[src/rtl/mult_arbiter4.sv]
// Four-way round-robin arbiter with lock, feeding one shared pipelined
// 18x18 multiplier and routing each product back to its issuing requester.
module mult_arbiter4 #(
    parameter int NREQ = 4,
    parameter int LAT  = 2
) (
    input  logic                 clk,
    input  logic                 reset_n,
    input  logic                 en,
    input  logic [NREQ-1:0]      req_valid,
    input  logic [NREQ-1:0]      req_lock,
    input  logic [18*NREQ-1:0]   req_a,
    input  logic [18*NREQ-1:0]   req_b,
    output logic [NREQ-1:0]      req_ready,
    output logic [17:0]          mul_op_a,
    output logic [17:0]          mul_op_b,
    input  logic [35:0]          mul_result,
    output logic [NREQ-1:0]      rsp_valid,
    output logic [35:0]          rsp_data,
    output logic                 busy
);

    localparam int IW = $clog2(NREQ);

    logic [IW-1:0] ptr;
    logic [IW-1:0] idx;
    logic [IW-1:0] gidx;
    logic          found;
    logic          xfer;

    logic [LAT-1:0] pv;
    logic [IW-1:0]  pid [LAT];

    // First valid requester at or after ptr, wrapping around.
    always_comb begin
        found = 1'b0;
        gidx  = '0;
        idx   = '0;
        for (int k = 0; k < NREQ; k++) begin
            idx = ptr + IW'(k);
            if (!found && req_valid[idx]) begin
                found = 1'b1;
                gidx  = idx;
            end
        end
    end

    assign xfer = found & en & reset_n;

    always_comb begin
        req_ready = '0;
        mul_op_a  = '0;
        mul_op_b  = '0;
        if (xfer) begin
            req_ready = NREQ'(1) << gidx;
            mul_op_a  = req_a[18*gidx +: 18];
            mul_op_b  = req_b[18*gidx +: 18];
        end
    end

    always_ff @(posedge clk or negedge reset_n) begin
        if (!reset_n) begin
            ptr <= '0;
        end else if (xfer) begin
            ptr <= req_lock[gidx] ? gidx : gidx + IW'(1);
        end
    end

    // Tag pipeline tracks the multiplier latency; it never stalls.
    always_ff @(posedge clk or negedge reset_n) begin
        if (!reset_n) begin
            pv <= '0;
            for (int k = 0; k < LAT; k++) begin
                pid[k] <= '0;
            end
        end else begin
            pv[0]  <= xfer;
            pid[0] <= gidx;
            for (int k = 1; k < LAT; k++) begin
                pv[k]  <= pv[k-1];
                pid[k] <= pid[k-1];
            end
        end
    end

    always_comb begin
        rsp_valid = '0;
        rsp_data  = '0;
        if (pv[LAT-1]) begin
            rsp_valid = NREQ'(1) << pid[LAT-1];
            rsp_data  = mul_result;
        end
    end

    assign busy = |pv;

endmodule

[config.mk]
export PLATFORM = sky130hd
export DESIGN_NAME = mult_arbiter4
export DESIGN_NICKNAME = d
export VERILOG_FILES = /design/src/rtl/mult_arbiter4.sv
export SDC_FILE = /design/constraint.sdc
export NUM_CORES = 1
export LEC_CHECK = 0
export CAP_MARGIN = 15
export CELL_PAD_IN_SITES_DETAIL_PLACEMENT = 0
export CELL_PAD_IN_SITES_GLOBAL_PLACEMENT = 1
export CORE_MARGIN = 1.5
export CORE_UTILIZATION = 13
export DETAILED_ROUTE_END_ITERATION = 10
export MAX_ROUTING_LAYER = met4
export PLACE_DENSITY_LB_ADDON = 0.1
export REMOVE_ABC_BUFFERS = 1
export SYNTH_ARGS = -nofsm -noshare
export SYNTH_HDL_FRONTEND = slang
export SYNTH_SLANG_ARGS = --single-unit
[constraint.sdc]
create_clock -name clk -period 2.5 [get_ports clk]
set_input_delay 0.625 -clock clk [delete_from_list [all_inputs] [get_ports clk]]
set_output_delay 0.625 -clock clk [all_outputs]
set_load 0.01 [all_outputs]
* After elaboration in Yosys (flattened, before gate mapping)
Cells that the tools add are included.
Cells by class: $lt $le $gt $ge 5, muxes and demuxes 24, reduce and logical (&&, ||, !) cells 7, multipliers 1, bitwise gates (word level) 2, shift operators 4, add/sub/neg operators 4
Operator list (count):
- indexed part select 72 x 8 -> 18 bit | 2
- two-way mux 18 bit | 2
- two-way mux 36 bit | 1
- < comparator 2 x 3 -> 1 bit, second input constant | 5
- binary-select mux 1 bit (select 2 bit) | 5
- two-way mux 2 bit | 5
- two-way mux 1 bit | 9
- two-way mux 4 bit | 2
- left shift 1 x 2 -> 4 bit, first input constant | 2
- multiplier 4 x 2 -> 6 bit, first input constant | 1
- adder 2 x 1 -> 2 bit, second input constant | 2
- adder 2 bit, second input constant | 2
- logical AND 1 bit | 3
- zero test 1 bit | 3
- AND 1 bit | 2
- OR reduction 2 bit | 1
Storage, ports and cells: bits of input ports 191, output and inout bits 81, register bits after elaboration 8, word-level logic and storage cells 51

* Depth between registers and ports, before layout
depth in word-level cells 15, mapped depth 9, gate-level depth less buffers 7

* Worst setup path after synthesis
Ideal clock, no wire load.
path type input port to output port, start input port req_valid[2], end output port mul_op_a[0], arrival 2175 ps, cell stages on the path 8, setup slack -300 ps, path buffers 3, required time 1875 ps, path through nor2b_1 -> or4b_1 -> buf_4 -> nand2_2 -> buf_6 -> buf_6 -> nand2_1 -> a311oi_1
On the way: cells in the longest elaborated chain, start to end 15, elaborated cells between the ends (all ways) 27, those cells by class mul: 1; shift: 1; mux: 17; bitwise: 2; reduce/logical: 6
Ends and longest elaborated chain:
- start, declared | line 10 | input logic [NREQ-1:0] req_valid,
- binary-select mux 1 bit (select 2 bit) | line 41 | if (!found && req_valid[idx]) begin
- two-way mux 1 bit (implied by the code) | line 41
- two-way mux 1 bit | line 41
- zero test 1 bit | line 41
- logical AND 1 bit | line 41
- two-way mux 1 bit | line 41
- zero test 1 bit | line 41
- logical AND 1 bit | line 41
- two-way mux 1 bit | line 41
- zero test 1 bit | line 41
- logical AND 1 bit | line 41
- two-way mux 2 bit or two-way mux 1 bit (tied branches) | line 41
- multiplier 4 x 2 -> 6 bit or AND 1 bit (tied branches) | line 56, 48
- indexed part select 72 x 8 -> 18 bit or AND 1 bit (tied branches) | line 56, 48
- two-way mux 18 bit (*) | line 54 | if (xfer) begin
- end, declared | line 15 | output logic [17:0] mul_op_a,
Every way passes the cells marked *; elsewhere a longest branch is shown, timed or not. The select of a mux whose other input is x is not followed.

* Worst setup path in the final report
start input port req_valid[0], end output port mul_op_b[1]
On the way: cells in the longest elaborated chain, start to end 15, elaborated cells between the ends (all ways) 27, those cells by class mul: 1; shift: 1; mux: 17; bitwise: 2; reduce/logical: 6
Ends and longest elaborated chain:
- binary-select mux 1 bit (select 2 bit) | line 41
- two-way mux 1 bit (implied by the code) | line 41
- two-way mux 1 bit | line 41
- zero test 1 bit | line 41
- logical AND 1 bit | line 41
- two-way mux 1 bit | line 41
- zero test 1 bit | line 41
- logical AND 1 bit | line 41
- two-way mux 1 bit | line 41
- zero test 1 bit | line 41
- logical AND 1 bit | line 41
- two-way mux 2 bit or two-way mux 1 bit (tied branches) | line 41
- multiplier 4 x 2 -> 6 bit or AND 1 bit (tied branches) | line 57, 48
- indexed part select 72 x 8 -> 18 bit or AND 1 bit (tied branches) | line 57, 48
- two-way mux 18 bit (*) | line 54
- end, declared | line 16 | output logic [17:0] mul_op_b,
Marked as above.

==> metrics <==
status finished, violations left; failing checks negative setup slack; Hold WS 0.344 ns; post-placement cell area 5170 µm²; H-tree depth 1; Final #Nets 796; filler instances 1559; Slew headroom 0.772; largest net degree at the start of global routing 45; core occupancy in the finished layout 0.394; ANT cells 0; DIE AREA 16500 µm²; crit path capture type output port; Post-synth EDFFs 0; PwrDens about 630 nW/µm²; Worst Setup Start Kind input port; post-route cell area 6020 µm²; VDD IR-drop max 278 µV; placed cells 781; Initial Utilization 0.134; drt drc 0; Final ANT Viol Nets 0; Non-Filler Instances between 800 and 900; gr usage total 0.157; Routed WL between 10000 and 15000 µm; data arrival time of the critical path 2.43 ns; wire length per cell 16.7 µm; vias 3692; sequential element share of the synthesized area 0.0979; yosys warns 0; commonest non-fill, non-tap cell in the layout clkdlybuf4s50_1; Clk Latency, worst-skew pair 0.23 ns; highest net fanout along the worst path 7; period utilization 1.22; number of DRC markers in iteration 0 80; GR Overflow Total 0; Final GP Congestion 0.797; buffer depth of the longest clock path 2; first-pass GRT wire length around 20000 µm; CTS tree done; die width 128 µm; CTS root buffer clkbuf_16; leakage dissipation around 2.4 nW; number of CTS-inserted buffers 3; Post-DP HPWL 9480 µm; f_max 0.327 GHz; Mapped Area a little over 2000 µm²; Period minus WS final 3.05 ns; vias in the first global route 3770; min-delay worst type reg -> reg; reg2reg start ptr[0]; #FFs+latches synth 8; setup violators final 40; antenna violations before repair 0; Max Slew Vio Count 0; Std-Cell Rows 45; share of layout cells above drive strength 1 0.302; final number of hold-violating endpoints 0; fin worst setup slack -0.554 ns; Layout area overhead 194%; Yosys cell types 30; Total Neg Setup Slack -18.06 ns; Reg2Reg Capture Point ptr[0]; core area 15300 µm²; Setup CP Type in -> out; clock sinks 8; Die Height 128 µm; TritonRoute pass-1 iters 4; async set-reset flop share out of synthesis 1.00; Most used DFF post-synth dfrtp_1; pin slew with the least headroom to its limit ~0.34 ns; CP required 1.88 ns; Worst Reg2Reg Path Length in Cells 7; worst reg-to-reg setup slack 0.15 ns; number of buffers added on ports 271; worst slack, placed -1.62 ns; most frequent cells in the layout clkdlybuf4s50_1, buf_2, nand3_1, and2_1, nand2_1; end point of the critical path mul_op_b[1]; Max-Cap Viols 0; RSZ-0062 raised after global routing true; syn_area_per_cell 6.64 µm²; Worst-path clk slew 0.04 ns; I/O pins approximately 270; DR vias/cell about 4.5; Worst Skew 0.00255 ns; Cells after Synth 308; post-layout total power 3.80 mW; crit path from req_valid[0]
-- state kept, by name, indices dropped and copies added (netlist names) --
register / cells
pv: 2
pid: 4
ptr: 2
-- cells in the mapped netlist (3+ instances only) --
master	instances	area, µm²
and3_1	39	244
and2_1	37	231
dfrtp_1	8	200
buf_2	11	55.1
nand3_1	38	190
nor2_1	5	18.8
buf_6	5	56.3
a311oi_1	36	315
nor2b_1	3	18.8
inv_1	3	11.3
a211oi_1	38	285
clkbuf_1	22	82.6
nand2_1	40	150
-- per-layer routing --
| metal | global-route usage | up-vias | routed length [µm] |
|---|---|---|---|
| met5 | - | - | 0 |
| met4 | 0.0225 | 0 | 123 |
| met3 | 0.0362 | 8 | 1200 |
| met2 | 0.304 | 195 | 6910 |
| met1 | 0.164 | 1730 | 5380 |
| li1 | - | 1759 | - |
-- kinds of logic (layout without fill, tap and decap cells) --
logic type               count (synthesis)  in the layout  synth area share
flip-flops                               8              8            0.0979
AO/OA/AOI/OAI                           82             82             0.329
buffers and inverters                   44            338             0.108
AND/OR/NAND/NOR                        173            173             0.459
adder cells (fa/ha/maj)                  1              1           0.00612
-- power by group --
group          switching, mW  internal (mW)
clock network         0.0586          0.206
logic                   1.52           1.81
registers             0.0340          0.177
-- worst min path at each step --
stage | startpoint | end | cells past startpoint
finish | pid[3] | pid[1] | 0
global route | pid[3] | pid[1] | 0
CTS | pid[3] | pid[1] | 0
detailed placement | pid[2] | pid[0] | 0
global placement | pid[3] | pid[1] | 0
floorplan | reset_n | pid[0] | 0
-- what timing repair did --
| item | 4_1_cts | 5_1_grt |
|---|---|---|
| resized for setup | 269 | 44 |
| setup endpoints to repair | 42 | 41 |
| cloned | 10 | 1 |
| setup buffers | 12 | 9 |
| hold buffers | 0 | 0 |
| hold endpoints to repair | 0 | 0 |
| pin swaps | 36 | 29 |
-- cell type report --
type / count / area (µm²) / area share
clock buffer: 3 / 75.1 / 0.0125
tap: 211 / 264 / 0.0439
inverter: 3 / 11.3 / 0.00187
timing repair buffer: 332 / 3440 / 0.571
multi-input combinational: 256 / 2030 / 0.337
sequential: 8 / 200 / 0.0333
-- critical path, stage by stage --
cell      delay [ns]
buf_6           0.09
nor2b_4         0.12
or4b_4          0.63
buf_12          0.19
buf_12          0.13
and3_4          0.15
a211oi_4        0.24
a311oi_4        0.08
buf_2           0.17
No activity file was read; power rests on OpenSTA's default activity.
